[config.mk]
export PLATFORM = sky130hd
export DESIGN_NAME = multicycle_ctrl_fsm
export DESIGN_NICKNAME = d
export VERILOG_FILES = /design/src/rtl/multicycle_ctrl_fsm.sv
export SDC_FILE = /design/constraint.sdc
export NUM_CORES = 1
export LEC_CHECK = 0
export ABC_AREA = 1
export BUFFER_PORTS_ARGS = -buffer_cell sky130_fd_sc_hd__buf_4
export CORE_MARGIN = 4
export CORE_UTILIZATION = 30
export CTS_BUF_LIST = sky130_fd_sc_hd__clkbuf_16
export DETAILED_ROUTE_END_ITERATION = 12
export SYNTH_ARGS = -nofsm -noshare
export SYNTH_HDL_FRONTEND = slang
export SYNTH_SLANG_ARGS = --single-unit
[constraint.sdc]
create_clock -name clk -period 1.25 [get_ports clk]
set_input_delay 0.125 -clock clk [delete_from_list [all_inputs] [get_ports clk]]
set_output_delay 0.125 -clock clk [all_outputs]
set_load 0.005 [all_outputs]
[src/rtl/multicycle_ctrl_fsm.sv]
// Multi-cycle RV32 control sequencer: FETCH/DECODE/EXEC/MEM/WB phases with memory wait-state
// handshakes and a sticky trap. Optional retired-instruction counter under MCFSM_INSTRET_EN.
module multicycle_ctrl_fsm #(
    parameter int TIMEOUT_CYCLES = 16
) (
    input  logic        clk,
    input  logic        reset,
    input  logic [6:0]  opcode,
    input  logic        zero,
    input  logic        imem_ready,
    input  logic        dmem_ready,
    output logic        imem_req,
    output logic        ir_write,
    output logic        pc_write,
    output logic        pc_src,
    output logic        alu_src,
    output logic [1:0]  alu_op,
    output logic        dmem_read,
    output logic        dmem_write,
    output logic        mem_to_reg,
    output logic        reg_write,
    output logic        trap,
    output logic [1:0]  trap_cause,
    output logic [2:0]  state,
    output logic [31:0] instret
);
    localparam logic [2:0] S_FETCH  = 3'd0;
    localparam logic [2:0] S_DECODE = 3'd1;
    localparam logic [2:0] S_EXEC   = 3'd2;
    localparam logic [2:0] S_MEM    = 3'd3;
    localparam logic [2:0] S_WB     = 3'd4;
    localparam logic [2:0] S_TRAP   = 3'd7;

    localparam logic [6:0] OP_R  = 7'b0110011;
    localparam logic [6:0] OP_I  = 7'b0010011;
    localparam logic [6:0] OP_LD = 7'b0000011;
    localparam logic [6:0] OP_ST = 7'b0100011;
    localparam logic [6:0] OP_BR = 7'b1100011;

    // Timeout fires on the wait cycle that would bring the count up to TIMEOUT_CYCLES.
    localparam logic [7:0] WAIT_LIMIT = 8'(TIMEOUT_CYCLES - 1);

    logic [2:0] state_q, state_d;
    logic [6:0] opcode_q;
    logic [7:0] wait_q;
    logic       trap_q;
    logic [1:0] cause_q, cause_d;

    function automatic logic is_legal(input logic [6:0] op);
        return (op == OP_R) || (op == OP_I) || (op == OP_LD) || (op == OP_ST) || (op == OP_BR);
    endfunction

    always_comb begin
        state_d = state_q;
        cause_d = cause_q;
        case (state_q)
            S_FETCH: begin
                if (imem_ready) begin
                    state_d = S_DECODE;
                end else if (wait_q == WAIT_LIMIT) begin
                    state_d = S_TRAP;
                    cause_d = 2'b10;
                end
            end
            S_DECODE: begin
                if (is_legal(opcode)) begin
                    state_d = S_EXEC;
                end else begin
                    state_d = S_TRAP;
                    cause_d = 2'b01;
                end
            end
            S_EXEC: begin
                if (opcode_q == OP_BR)
                    state_d = S_FETCH;
                else if ((opcode_q == OP_LD) || (opcode_q == OP_ST))
                    state_d = S_MEM;
                else
                    state_d = S_WB;
            end
            S_MEM: begin
                if (dmem_ready) begin
                    state_d = (opcode_q == OP_LD) ? S_WB : S_FETCH;
                end else if (wait_q == WAIT_LIMIT) begin
                    state_d = S_TRAP;
                    cause_d = 2'b11;
                end
            end
            S_WB:    state_d = S_FETCH;
            S_TRAP:  state_d = S_TRAP;
            default: state_d = S_FETCH;
        endcase
    end

    always_ff @(posedge clk) begin
        if (reset) begin
            state_q  <= S_FETCH;
            opcode_q <= '0;
            wait_q   <= '0;
            trap_q   <= 1'b0;
            cause_q  <= 2'b00;
        end else begin
            state_q <= state_d;
            cause_q <= cause_d;
            trap_q  <= trap_q | (state_d == S_TRAP);
            if (state_q == S_DECODE)
                opcode_q <= opcode;
            if (state_d != state_q)
                wait_q <= '0;
            else if (((state_q == S_FETCH) && !imem_ready) || ((state_q == S_MEM) && !dmem_ready))
                wait_q <= wait_q + 8'd1;
        end
    end

    // Reset gates every strobe so an abandoned instruction cannot emit a write during the reset cycle.
    always_comb begin
        imem_req   = 1'b0;
        ir_write   = 1'b0;
        pc_write   = 1'b0;
        pc_src     = 1'b0;
        alu_src    = 1'b0;
        alu_op     = 2'b00;
        dmem_read  = 1'b0;
        dmem_write = 1'b0;
        mem_to_reg = 1'b0;
        reg_write  = 1'b0;
        if (!reset) begin
            case (state_q)
                S_FETCH: begin
                    imem_req = 1'b1;
                    ir_write = imem_ready;
                    pc_write = imem_ready;
                end
                S_EXEC: begin
                    case (opcode_q)
                        OP_R:  alu_op = 2'b10;
                        OP_I: begin
                            alu_op  = 2'b11;
                            alu_src = 1'b1;
                        end
                        OP_LD, OP_ST: alu_src = 1'b1;
                        OP_BR: begin
                            alu_op   = 2'b01;
                            pc_src   = 1'b1;
                            pc_write = zero;
                        end
                        default: ;
                    endcase
                end
                S_MEM: begin
                    alu_src    = 1'b1;
                    dmem_read  = (opcode_q == OP_LD);
                    dmem_write = (opcode_q == OP_ST);
                end
                S_WB: begin
                    reg_write  = 1'b1;
                    mem_to_reg = (opcode_q == OP_LD);
                end
                default: ;
            endcase
        end
    end

    assign trap       = trap_q;
    assign trap_cause = cause_q;
    assign state      = state_q;

`ifdef MCFSM_INSTRET_EN
    logic [31:0] instret_q;
    logic        retire;

    assign retire = (state_q == S_WB)
                  || ((state_q == S_EXEC) && (opcode_q == OP_BR))
                  || ((state_q == S_MEM) && (opcode_q == OP_ST) && dmem_ready);

    always_ff @(posedge clk) begin
        if (reset)
            instret_q <= '0;
        else if (retire)
            instret_q <= instret_q + 32'd1;
    end

    assign instret = instret_q;
`else
    assign instret = '0;
`endif
endmodule

# [Yosys cells after proc, flatten, opt, wreduce, memory -nomap -nowiden]
# Cells that the tools add are included.
[word_totals] reg_bits=21 input_bits=12 wordCells=83
[classes] reduce_logical=15 add_sub_neg=1 n_mux=38 eq_ne=23 n_bitwise=1
[ops] cell="$eq A7 B6 Y1 const B" count=4
[ops] cell="$mux W3" count=7
[ops] cell="$mux W1" count=19
[ops] cell="$pmux W3 S5" count=1
[ops] cell="$eq A7 B2 Y1 const B" count=2
[ops] cell="$eq A7 B5 Y1 const B" count=2
[ops] cell="$eq A7 B7 Y1 const B" count=2
[ops] cell="$mux W2" count=7
[ops] cell="$pmux W2 S3" count=2
[ops] cell="$ne A2 B2 Y1 const B" count=5
[ops] cell="$eq A3 B3 Y1 const B" count=3
[ops] cell="$add A8 B1 Y8 const B" count=1
[ops] cell="$eq A8 B4 Y1 const B" count=1
[ops] cell="$eq A3 B2 Y1 const B" count=2
[ops] cell="$logic_or A1 B1 Y1" count=6
[ops] cell="$reduce_and A6 Y1" count=1
[ops] cell="$pmux W1 S2" count=2
[ops] cell="$eq A3 B1 Y1 const B" count=1
[ops] cell="$logic_not A3 Y1" count=1
[ops] cell="$ne A3 B3 Y1" count=1
[ops] cell="$reduce_bool A3 Y1" count=1
[ops] cell="$reduce_or A3 Y1" count=1
[ops] cell="$logic_and A1 B1 Y1" count=2
[ops] cell="$logic_not A1 Y1" count=2
[ops] cell="other kinds (2)" count=2

# [Longest topological paths before layout]
[logic_depth] word_depth=9 mapped_depth=11 mapped_depth_nobuf=11

# [Least setup slack after synthesis]
# Ideal clock, no wire load.
[synth_timing] path_kind="register -> register" startpoint="register state_q[1] (netlist: state[1])" endpoint="register wait_q[0]" path_stages_with_launch=12 arrival_ns=1.378 path_slack_ns=-0.201 period_less_slack_ns=1.451 n_path_buf=1 required_ns=1.177 cell_sequence="dfxtp_1 -> buf_6 -> nand2_2 -> nor2_4 -> nand2_4 -> nand2_8 -> o21ai_2 -> nand2_2 -> inv_2 -> nand2_2 -> nand3_4 -> nor3_2"
[synth_via] elab_chain_cells=5
[synth_lines] item="start: declaration" line_no="43" text="logic [2:0] state_q, state_d;"
[synth_lines] item="start signal: assignment" line_no="103" text="state_q <= state_d;"
[synth_lines] item="$mux W3" line_no="60, 84"
[synth_lines] item="$mux W3 (on tied branches)" line_no="82, 58"
[synth_lines] item="$pmux W3 S5" line_no="56" text="case (state_q)"
[synth_lines] item="$ne A3 B3 Y1" line_no="108" text="if (state_d != state_q)"
[synth_lines] item="$reduce_or A2 Y1 (no source line)"
[synth_lines] item="end signal: assignment" line_no="111" text="wait_q <= wait_q + 8'd1;"
[synth_lines] item="end: declaration" line_no="45" text="logic [7:0] wait_q;"
# Parallel ways exist; a longest one is shown, timed or not.
# A chain may end at the register's enable or synchronous reset.

# [Final worst setup path]
[layout_timing] startpoint="register state_q[1] (netlist: state[1])" endpoint="register wait_q[6]"
# The elaborated chain is that of the path after synthesis.

==> results.tsv <==
metric	value	unit
fin_skew	0.00169	ns
drv_slew	0	
min_path_type	input port to flip-flop	
timing.final.crit_share	131	%
peakVddDrop	1.02	mV
yosys.area.top_type_share	26.6	%
ys_ff_latch	21	
drc_errors	0	
tns	-7.31	ns
cts_buffers	3	
seq_area_frac_synth	26.6	%
drt_wl_total	4750	um
cp_max_fo	8	
crit_end	wait_q[6]	
place_congestion	0.815	
synth_compound_area_share	8.54	%
synth_common_cells	buf_4, nand2_1, nor2_1	
nets	332	
crit_arrival	1.82	ns
die-area	6500	um2
place_area	2140	um2
yosys_warnings	0	
synthFlopType	dfxtp_1	
critPathRequiredTime	1.43	ns
grt_overflow	0	
synth.distinct_cells	31	
max_cap_viol_count	0	
diodes	0	
cts_root_buf	clkbuf_16	
grt_antenna_before_repair	0	
clk_latency	0.25	ns
die_w	80.6	um
worstRegToRegCells	10	
async_flop_share	0	%
reg2reg_from	state[1]	
period_needed	1.63	ns
cts.sinks	21	
p_leak	1.30	nW
cp-start-kind	flip-flop	
status	finished with violations	
rr_endpoint	wait_q[6]	
dr_total_vias	1672	
synth_mux_area_share	0.712	%
ioPinCount	61	
cp-startpoint	state[1]	
hold_buffers	0	
pwr_density_cell	1910	nW/um2
fillCellCount	441	
fin_total_pwr	0.00535	W
synth_edf_count	0	
die_y	80.6	um
synthCells	222	
max_freq	612	MHz
drtPass1Iterations	4	
pre_cts_ws	-0.321	ns
grt_usage	13.7	%
max-clock-path-buffers	2	
setup_viol	32	
synthAdderAreaFrac	0.791	%
core_area	5110	um2
cts_tree	done	
synth_area	1580	um2
dp_hpwl	3100	um
start_util	31.0	%
synth_most_common_cell	buf_4	
netlist_top_cells_area	dfxtp_1, buf_4, nand2_1	
finalHoldViolCount	0	
grt_max_degree	12	
clk_pin_slew_worst_paths	0.06	ns
wl_per_cell	12.2	um
syn_to_final_growth	77.1	%
drive_above_1_share	60.7	%
rows	26	
cts.htree.levels	1	
critPathKind	flip-flop to flip-flop	
fin_hold_ws	0.142	ns
rrSetupSlack	-0.38	ns
drtIter0Drc	76	
stdcell_area	2800	um2
grt_pass1_vias	1568	
vias_per_cell	4.31	
endpoint_kind	flip-flop	
avgSynthCellArea	7.12	um2
synth_xor_xnor_area_share	3.88	%
grt_pass1_wl	7040	um
yosys.area_share.simple	35.3	%
rsz0062_at_grt	yes	
violations	setup timing	
synth.largest_area_cell	dfxtp_1	
ant_nets	0	
io_buffers	28	
fin_ws	-0.383	ns
synth_top_family_by_area	simple AND/OR/NAND/NOR gates	
-- layer usage --
layer  global-route usage [%]  vias to the layer above  part of all wire [%]
met5                        0                        -                     0
met4                     5.57                        0                   2.5
met3                     1.68                       11                   6.0
met2                     23.6                       54                    50
met1                     17.2                      770                    42
li1                         -                      837                     -
-- area by class of cell --
type,count,area (um2),area share [%]
Tap cell,70,87.6,3.13
Clock inverter,1,3.75,0.134
Clock buffer,3,75.1,2.68
Inverter,29,126,4.51
Timing Repair Buffer,97,826,29.5
Multi-Input combinational cell,167,1230,44.0
Sequential cell,21,449,16.0
-- critical path: stages (launching register included) --
cell and delay, ns:
dfxtp_4 0.38, buf_6 0.13, nor3_4 0.25, inv_2 0.08, nand2_2 0.10, nor2_4 0.05
nand2_2 0.09, inv_2 0.05, nand2_2 0.07, nand3_4 0.15, nor3_2 0.20
-- placed cells by master (no fill, tap or decap), types with 9 or more instances in the layout --
| master | count |
|---|---|
| dfxtp_1 | 10 |
| nor2_1 | 11 |
| nand2_2 | 11 |
| a21oi_1 | 11 |
| nor3_2 | 9 |
| buf_6 | 26 |
| inv_1 | 18 |
| nand2_1 | 17 |
| conb_1 | 32 |
| nor2_4 | 12 |
| buf_4 | 71 |
-- repair_timing --
action,CTS,global route
endpoints found under the setup margin,25,32
resized for setup,69,56
pin swaps,29,30
buffers inserted,21,5
hold endpoints to repair,0,0
-- metrics by stage --
step           std cells  utilization (%)
4_1_cts              385             50.4
3_5_place_dp         362             41.8
6_report             388             54.8
5_1_grt              388             54.8
2_1_floorplan        253                -
3_3_place_gp         362             41.8
-- kinds of logic after synthesis --
family	count (synthesis)
compound gates	25
xor+xnor	7
fa+ha+maj	1
buf+inv	65
flops	21
mux	1
other cells	1
simple gates	101
-- sequential cells by signal, summed over array words and instances, names as in the netlist --
signal,flops
state,3
opcode_q,7
trap,1
wait_q,8
trap_cause,2
-- worst min path at each step --
stage / start / to / slack [ns] / cells past startpoint
after detailed placement: reset / state[0] / 0.37 / 2
after global routing: reset / state[0] / 0.15 / 2
after floorplan: opcode[0] / opcode_q[0] / 0.26 / 2
after global placement: reset / state[0] / 0.37 / 2
after CTS: reset / state[0] / 0.11 / 2
final: reset / state[0] / 0.14 / 2
-- where the power goes --
part	internal (W)	switching, W	leakage [nW]	total, W
Combinational	0.00172	0.00183	1.08	0.00355
Clock	0.000426	0.000235	0.0423	0.000661
Sequential	0.000898	0.000235	0.177	0.00113
Total	0.00304	0.00230	1.30	0.00535
Note: power is estimated with default switching activity, not from simulation.
